## src/rtl/i2c_master_arbiter.sv

```systemverilog
`default_nettype none
// ============================================================================
// Module      : i2c_master_arbiter
// Description : Shares one byte-level I2C master engine between NREQ local
//               requesters. Round-robin arbitration, then sequences the
//               granted transaction: START, address+R/W, 0..2^LENW-1 data
//               bytes, STOP, with ACK/NACK handling.
// Ports       : clk/reset            - system clock, sync active-high reset
//               req/req_addr/req_rw/req_len/datasend - per-requester inputs
//               sended/received/datareceive/grant/done/nack - requester side
//               eng_valid/eng_cmd/eng_wdata/eng_rack - command to engine
//               eng_ready/eng_done/eng_rdata/eng_ack - engine handshake/result
// Revision    : 1.0 - initial release
// ============================================================================
module i2c_master_arbiter #(
    parameter int NREQ = 4,
    parameter int LENW = 4
) (
    input  logic                   clk,
    input  logic                   reset,
    input  logic [NREQ-1:0]        req,
    input  logic [7*NREQ-1:0]      req_addr,
    input  logic [NREQ-1:0]        req_rw,
    input  logic [LENW*NREQ-1:0]   req_len,
    input  logic [8*NREQ-1:0]      datasend,
    output logic [NREQ-1:0]        sended,
    output logic [7:0]             datareceive,
    output logic [NREQ-1:0]        received,
    output logic [NREQ-1:0]        grant,
    output logic [NREQ-1:0]        done,
    output logic                   nack,
    output logic                   eng_valid,
    output logic [1:0]             eng_cmd,
    output logic [7:0]             eng_wdata,
    output logic                   eng_rack,
    input  logic                   eng_ready,
    input  logic                   eng_done,
    input  logic [7:0]             eng_rdata,
    input  logic                   eng_ack
);

    localparam int PW = (NREQ > 1) ? $clog2(NREQ) : 1;

    localparam logic [2:0] c_IDLE  = 3'd0;
    localparam logic [2:0] c_ARB   = 3'd1;
    localparam logic [2:0] c_START = 3'd2;
    localparam logic [2:0] c_ADDR  = 3'd3;
    localparam logic [2:0] c_DATA  = 3'd4;
    localparam logic [2:0] c_STOP  = 3'd5;
    localparam logic [2:0] c_FIN   = 3'd6;

    localparam logic [1:0] c_CMD_START = 2'd0;
    localparam logic [1:0] c_CMD_WRITE = 2'd1;
    localparam logic [1:0] c_CMD_READ  = 2'd2;
    localparam logic [1:0] c_CMD_STOP  = 2'd3;

    localparam logic [PW:0] c_NREQ = (PW+1)'(NREQ);

    logic [2:0]      r_state;
    logic [PW-1:0]   r_ptr;
    logic [PW-1:0]   r_owner;
    logic [6:0]      r_addr;
    logic            r_rw;
    logic [LENW-1:0] r_len;
    logic [LENW-1:0] r_cnt;
    logic            r_nack;
    // Set once the current command has been accepted; eng_done only counts
    // while this is high, so stray completions before the handshake are ignored.
    logic            r_issued;

    logic            w_found;
    logic [PW-1:0]   w_win;
    logic [PW-1:0]   w_next_ptr;
    logic [6:0]      w_win_addr;
    logic            w_win_rw;
    logic [LENW-1:0] w_win_len;
    logic [NREQ-1:0] w_win_oh;
    logic [NREQ-1:0] w_owner_oh;
    logic [7:0]      w_owner_byte;
    logic [1:0]      w_cmd;
    logic [7:0]      w_wdata;
    logic            w_rack;

    // (base + inc) mod NREQ; inc is always below NREQ so one subtraction suffices.
    function automatic logic [PW-1:0] wrap_add(input logic [PW-1:0] base,
                                               input logic [PW:0]   inc);
        logic [PW:0] s;
        s = {1'b0, base} + inc;
        if (s >= c_NREQ)
            s = s - c_NREQ;
        return s[PW-1:0];
    endfunction

    // Round-robin search: first set request at or after the pointer.
    always_comb begin
        w_found = 1'b0;
        w_win   = '0;
        for (int k = 0; k < NREQ; k++) begin
            if (!w_found && req[wrap_add(r_ptr, (PW+1)'(k))]) begin
                w_found = 1'b1;
                w_win   = wrap_add(r_ptr, (PW+1)'(k));
            end
        end
        w_next_ptr = wrap_add(w_win, (PW+1)'(1));
    end

    // Per-requester field selection for the winner and the current owner.
    always_comb begin
        w_win_addr   = '0;
        w_win_rw     = 1'b0;
        w_win_len    = '0;
        w_win_oh     = '0;
        w_owner_oh   = '0;
        w_owner_byte = '0;
        for (int i = 0; i < NREQ; i++) begin
            if (w_win == PW'(i)) begin
                w_win_addr  = req_addr[7*i +: 7];
                w_win_rw    = req_rw[i];
                w_win_len   = req_len[LENW*i +: LENW];
                w_win_oh[i] = 1'b1;
            end
            if (r_owner == PW'(i)) begin
                w_owner_byte  = datasend[8*i +: 8];
                w_owner_oh[i] = 1'b1;
            end
        end
    end

    // Command contents for the current command state.
    always_comb begin
        w_cmd   = c_CMD_START;
        w_wdata = '0;
        w_rack  = 1'b0;
        case (r_state)
            c_ADDR: begin
                w_cmd   = c_CMD_WRITE;
                w_wdata = {r_addr, r_rw};
            end
            c_DATA: begin
                if (r_rw) begin
                    w_cmd  = c_CMD_READ;
                    // NACK the final read byte so the slave releases the bus.
                    w_rack = (r_cnt == LENW'(1));
                end else begin
                    w_cmd   = c_CMD_WRITE;
                    w_wdata = w_owner_byte;
                end
            end
            c_STOP:  w_cmd = c_CMD_STOP;
            default: w_cmd = c_CMD_START;
        endcase
    end

    assign nack = r_nack;

    always_ff @(posedge clk) begin
        if (reset) begin
            r_state     <= c_IDLE;
            r_ptr       <= '0;
            r_owner     <= '0;
            r_addr      <= '0;
            r_rw        <= 1'b0;
            r_len       <= '0;
            r_cnt       <= '0;
            r_nack      <= 1'b0;
            r_issued    <= 1'b0;
            grant       <= '0;
            done        <= '0;
            sended      <= '0;
            received    <= '0;
            datareceive <= '0;
            eng_valid   <= 1'b0;
            eng_cmd     <= '0;
            eng_wdata   <= '0;
            eng_rack    <= 1'b0;
        end else begin
            sended   <= '0;
            received <= '0;
            done     <= '0;
            case (r_state)
                c_IDLE: begin
                    if (|req)
                        r_state <= c_ARB;
                end
                c_ARB: begin
                    if (w_found) begin
                        r_owner  <= w_win;
                        r_addr   <= w_win_addr;
                        r_rw     <= w_win_rw;
                        r_len    <= w_win_len;
                        grant    <= w_win_oh;
                        r_ptr    <= w_next_ptr;
                        r_issued <= 1'b0;
                        r_state  <= c_START;
                    end else begin
                        // Request vanished between IDLE and ARB.
                        r_state <= c_IDLE;
                    end
                end
                c_START, c_ADDR, c_DATA, c_STOP: begin
                    if (!r_issued) begin
                        if (!eng_valid) begin
                            eng_valid <= 1'b1;
                            eng_cmd   <= w_cmd;
                            eng_wdata <= w_wdata;
                            eng_rack  <= w_rack;
                        end else if (eng_ready) begin
                            eng_valid <= 1'b0;
                            r_issued  <= 1'b1;
                        end
                    end else if (eng_done) begin
                        r_issued <= 1'b0;
                        case (r_state)
                            c_START: r_state <= c_ADDR;
                            c_ADDR: begin
                                if (eng_ack) begin
                                    r_nack  <= 1'b1;
                                    r_state <= c_STOP;
                                end else if (r_len == '0) begin
                                    r_state <= c_STOP;
                                end else begin
                                    r_cnt   <= r_len;
                                    r_state <= c_DATA;
                                end
                            end
                            c_DATA: begin
                                r_cnt <= r_cnt - LENW'(1);
                                if (r_rw) begin
                                    datareceive <= eng_rdata;
                                    received    <= w_owner_oh;
                                    if (r_cnt == LENW'(1))
                                        r_state <= c_STOP;
                                end else begin
                                    sended <= w_owner_oh;
                                    if (eng_ack) begin
                                        r_nack  <= 1'b1;
                                        r_state <= c_STOP;
                                    end else if (r_cnt == LENW'(1)) begin
                                        r_state <= c_STOP;
                                    end
                                end
                            end
                            c_STOP: begin
                                done    <= w_owner_oh;
                                r_state <= c_FIN;
                            end
                            default: r_state <= c_IDLE;
                        endcase
                    end
                end
                c_FIN: begin
                    grant   <= '0;
                    r_nack  <= 1'b0;
                    r_state <= c_IDLE;
                end
                default: r_state <= c_IDLE;
            endcase
        end
    end

endmodule
`default_nettype wire

```

## config.mk

```make
export PLATFORM = sky130hd
export DESIGN_NAME = i2c_master_arbiter
export DESIGN_NICKNAME = d
export VERILOG_FILES = /design/src/rtl/i2c_master_arbiter.sv
export SDC_FILE = /design/constraint.sdc
export NUM_CORES = 1
export LEC_CHECK = 0
export ABC_AREA = 1
export CAP_MARGIN = 10
export CELL_PAD_IN_SITES_DETAIL_PLACEMENT = 0
export CELL_PAD_IN_SITES_GLOBAL_PLACEMENT = 1
export CORE_UTILIZATION = 30
export CTS_CLUSTER_DIAMETER = 100
export DETAILED_ROUTE_END_ITERATION = 8
export PLACE_DENSITY_LB_ADDON = 0.1
export SLEW_MARGIN = 20
export SYNTH_ARGS = -nofsm -noshare
export SYNTH_HDL_FRONTEND = slang
export SYNTH_SLANG_ARGS = --single-unit
```

## constraint.sdc

```tcl
create_clock -name clk -period 2.5 [get_ports clk]
set_input_delay 0.5 -clock clk [delete_from_list [all_inputs] [get_ports clk]]
set_output_delay 0.5 -clock clk [all_outputs]
set_load 0.03 [all_outputs]
```

After elaboration in Yosys (flattened, before gate mapping)
Index checks and enable logic that the tools add are counted.

Output and inout port bits: 37. Word-level logic and storage cells: 174. Flip-flop bits (word level): 61.

Reduce and logical (&&, ||, !) cells: 28. Add/sub/neg operators: 10. Magnitude comparators: 9. Bitwise logic cells: 7. Equality and inequality tests: 21. Mux-type cells: 81.

Operator list (number): $mux 8 (5); $mux 1 (35); $mux 4 (7); $mux 7 (4); $mux 2 (11); $mux 3 (6); $pmux 4 s2 (2); $pmux 8 s2 (1); $ge 3x3->1 const B (4); $lt 2x3->1 const B (4); $ne 2x2->1 const B (6); $pmux 3 s4 (1); $reduce_or 6->1 (2); $reduce_and 5->1 (2); $sub 2x1->2 const B (5); $eq 3x3->1 const B (3); $pmux 3 s3 (1); $bmux 1 s2 (4); $eq 2x2->1 const B (4); $reduce_and 2->1 (4); $reduce_bool 2->1 (4); $reduce_or 4->1 (2); $not 1->1 (7); $add 2x1->3 const B (2); other kinds (18) (30).

Longest topological paths before layout
Depth after elaboration: 19. Depth in mapped cells: 20. Gate-level depth less buffers: 18.

Least setup slack after synthesis
OpenSTA, ideal clock, no wires.

Path type: input to register. Start point: input port req[3]. End point: register r_addr[2]. Library setup time: 0.057 ns. Setup slack: 0.305 ns. Data required time: 2.443 ns. Data arrival time: 2.137 ns. Buffers on the path: 1. Stages on the path: 17. Cell sequence: inv_1 -> nand2_1 -> nand3_1 -> nand2_1 -> nor2_1 -> nand3_1 -> nand3_1 -> inv_1 -> ha_1 -> nor2_1 -> buf_2 -> nand2_1 -> nand2_1 -> o211ai_1 -> nand3_1 -> o211ai_2 -> inv_2.

Word-level cells in the longest chain between the ends: 17.

RTL lines: start, declared (line 21) `input logic [NREQ-1:0] req,`; $bmux 1 s2 (line 99) `if (!w_found && req[wrap_add(r_ptr, (PW+1)'(k))]) begin`; $mux 1 (not written as such) (line 99); $mux 1 (line 99); $logic_not 1->1 (line 99); $logic_and 1x1->1 (line 99); $mux 1 (line 99); $logic_not 1->1 (line 99); $logic_and 1x1->1 (line 99); $mux 1 (line 99); $logic_not 1->1 (line 99); $logic_and 1x1->1 (line 99); $mux 2 (*) (line 99); net w_win[1] (line 72) `logic [PW-1:0] w_win;`; $logic_not 2->1 (line 116) `if (w_win == PW'(i)) begin`; $mux 7 (3 in a row) (line 116); $mux 7 (*) (line 116); end signal, assigned (line 188) `r_addr <= w_win_addr;`; end, declared (line 62) `logic [6:0] r_addr;`.

The timed path passes the listed nets; every way through them passes the cells marked *. The select of a mux whose other input is x is not followed. A chain may end at the register's enable or synchronous reset.

Worst setup path after layout
Start point: register r_ptr[0]. End point: register r_addr[1].

Word-level cells in the longest chain between the ends: 19.

RTL lines: start, declared (line 60) `logic [PW-1:0] r_ptr;`; start signal, assigned (line 192) `r_ptr <= w_next_ptr;`; branches (longest 19 deep; another with $add 2x1->3).

Several ways; the timed one is not identified. The select of a mux whose other input is x is not followed.

==> flow_summary.ini <==
[timing]
final_max_slew_viol_count = 0
setup_viol = 0
period_minus_slack_ns = 2.319
worst_clock_skew_ns = 0.005274
fmax_mhz = 431.3
post-route-period-util_pct = 92.75
worst_pin_slew_ns = 0.4504
max_slew_margin_pct = 69.86
hold_violations = 0

[synth]
syn_area_um2 = 3575
netlist_instances = 534
syn_nets = 639
synth.most_common_cell = nand2_1
ys_types = 39
yosysWarnings = 0
ys.flop_type = dfxtp_1
yosysTopAreaCellShare_pct = 34.16
ys_top_cells_by_count = nand2_1, nor2_1, dfxtp_1
yosys.area.top_type = dfxtp_1
synth_area_per_cell_um2 = 6.694
synth_edf_count = 0
seq_area_frac_synth_pct = 34.16
synth-seq-cells = 61
synthTopCellsByArea = dfxtp_1, nand2_1, nor2_1
ys_async_sr_fraction_pct = 0

[floorplanning]
rows = 39
fp.dieW_um = 111.2
die_y_um = 111.2
num_io_pins = 134
dieArea_um2 = 12360
initial_core_util_pct = 31.04
core_area_um2 = 11520

[status]
failed_checks = design-rule violations
status = finished with violations

[detailed_routing]
finalWirelength_um = 10580
vias = 3827
avgViaCountPerCell = 4.583
drt_iter0_markers = 139
drc = 16
ant_nets = 0
wl_per_cell_um = 12.67
firstDrtPassIters = 6

[setup_path]
r2r-end = r_addr[1]
worstPathCellList = buf_12, inv_4, nand2_1, nand2_1, nand2_1, nand2_1, nand2_2, nand2_1, nand2_2, nand3_2, buf_4, ha_4, buf_12, a21oi_1, nand2_1, o211ai_1, nand3_1, o211ai_1, inv_1
worstSetupStartpointType = register
path_class = register to register
r2r_cells = 19
setup.worst_path.end_class = register
worstPathRequired_ns = 2.72
critPathArrivalTime_ns = 2.54
cpMostUsedCell = nand2_1
cp_max_fo = 12
reg2reg_setup_slack_ns = 0.18
rr_startpoint = r_ptr[0]
cpMaxStageDelayCell = dfxtp_1
cpPeakStageDelay_ns = 0.35

[clocking]
cts.clk_slew.worst_paths_ns = 0.05
post_cts.repair.setup_buffers = 0
clkLatencyLatePin_ns = 0.33
cts_tree = done
htreeDepth = 3
clockBufferDepth = 2
root_buffer = clkbuf_16
cts_buffers = 9
cts_sinks = 61
cts_hold_buf = 0

[layout]
stdcell_count = 835
drive_above_1_share_pct = 16.62
area_growth_pct = 57.05
final_core_utilization_pct = 48.75
antennaDiodeCount = 0
nNetsFinal = 795

[power_and_ir_drop]
p_leak_nw = 2.441
ir_worst_vdd_mv = 0.5025
powerDensity_nw_per_um2 = 909.8

[global_routing]
overflow = 0
grt_pass1_wl_um = 17020
grt_pass1_vias = 3609
globalRouteTotalUtil_pct = 17.32
grt_max_degree = 37
antenna_found_initial = 0

[hold_path]
hold_path.class = register to register
min-delay-start = eng_cmd[0]
hold_path_depth = 2
whs_endpoint = eng_cmd[0]

[placement]
place_inst = 820
hpwl_um = 8176
io_buffers = 133
routabilityCongestion = 0.8356

[job]
drv_cap = 0
[report_power, final]
group | switching [mW] | internal (mW)
Sequential | 0.129 | 1.11
Clock | 0.411 | 0.805
Combinational | 1.50 | 1.15
[flip-flops by register name, summed over array words and instances, names as in the netlist]
register / cells
datareceive: 8
eng_wdata: 8
done: 4
eng_rack: 1
nack: 1
r_ptr: 2
r_len: 4
eng_valid: 1
r_cnt: 4
r_addr: 7
eng_cmd: 2
grant: 4
r_state: 3
r_owner: 2
received: 4
sended: 4
r_issued: 1
r_rw: 1
[worst max-delay path, delay by kind of cell (launching register included)]
family	cells	cell delay [ns]
compound gates	3	0.30
fa+ha+maj	1	0.19
buf+inv	5	0.55
flops	1	0.35
simple gates	10	0.80
[area by class of cell]
cell class | count | area (µm²)
tap | 143 | 178.9
multi-input combinational | 393 | 2073
inverter | 63 | 252.7
clock buffer | 11 | 252.7
timing repair inverter | 1 | 7.507
sequential | 61 | 1221
fill | 1170 | 5902
timing repair buffer | 161 | 1593
clock inverter | 2 | 35.03
[repair_timing]
| action | in CTS | in global routing |
|---|---|---|
| endpoints found under the setup margin | 12 | 13 |
| pin swaps | 0 | 7 |
| resized for setup | 2 | 27 |
| cloned | 0 | 2 |
[per-layer routing]
layer	track usage [%]	vias to the layer above	share of wire, %	wire length, µm
li1	-	2036	-	-
met2	27.88	115	46	4842
met3	3.390	16	5.2	549
met1	22.27	1660	47	4970
met5	0	-	0	0
met4	7.928	0	2.1	218
[metrics by stage]
step | total power [mW] | hold slack (ns) | worst slack [ns] | cell area [µm²] | TNS [ns]
2_1_floorplan | 2.840 | 0.4632 | 0.3054 | 3575 | 0
3_3_place_gp | 3.671 | 0.4573 | -0.6073 | 5224 | -6.823
3_5_place_dp | 3.668 | 0.4671 | -0.5974 | 5224 | -6.971
4_1_cts | 4.939 | 0.4748 | 0.01967 | 5519 | 0
5_1_grt | 5.545 | 0.4922 | -0.006696 | 5614 | -0.01071
6_report | 5.108 | 0.4661 | 0.1814 | 5614 | 0
[layout by cell type (no fill, tap or decap), types with 7 or more instances in the layout]
| cell type | synthesis | final |
|---|---|---|
| clkbuf_16 | 0 | 9 |
| nand2_2 | 3 | 9 |
| o211ai_1 | 17 | 17 |
| a21oi_1 | 32 | 31 |
| inv_2 | 14 | 19 |
| nor2_1 | 63 | 62 |
| dfxtp_1 | 61 | 61 |
| nand3_1 | 33 | 30 |
| inv_1 | 45 | 39 |
| buf_4 | 2 | 24 |
| clkdlybuf4s50_1 | 0 | 129 |
| o211ai_2 | 7 | 7 |
| nand2_1 | 162 | 156 |
| o21ai_0 | 27 | 27 |
[how the worst max path moves through the flow]
| stage | startpoint | end | slack [ns] | cells after the start |
|---|---|---|---|---|
| 2_1_floorplan | req[3] | r_addr[2] | 0.31 | 17 |
| 3_3_place_gp | req[3] | r_addr[5] | -0.61 | 17 |
| 3_5_place_dp | req[1] | r_len[1] | -0.60 | 17 |
| 4_1_cts | req[1] | r_len[0] | 0.02 | 15 |
| 5_1_grt | r_ptr[0] | r_addr[1] | -0.007 | 19 |
| 6_report | r_ptr[0] | r_addr[1] | 0.18 | 19 |
[cells by family (layout without fill, tap and decap cells)]
kind of cell               count (synthesis)  in the layout  share of synthesized area (%)
AOI/OAI and AO/OA                         99             99                          18.17
xor gates and xnor gates                   2              2                         0.4901
adders and majority gates                  8              8                          2.800
buffers and inverters                     81            238                          10.01
DFF                                       61             61                          34.16
and+or+nand+nor                          283            284                          34.37
Power figures use the tool's default switching activity.
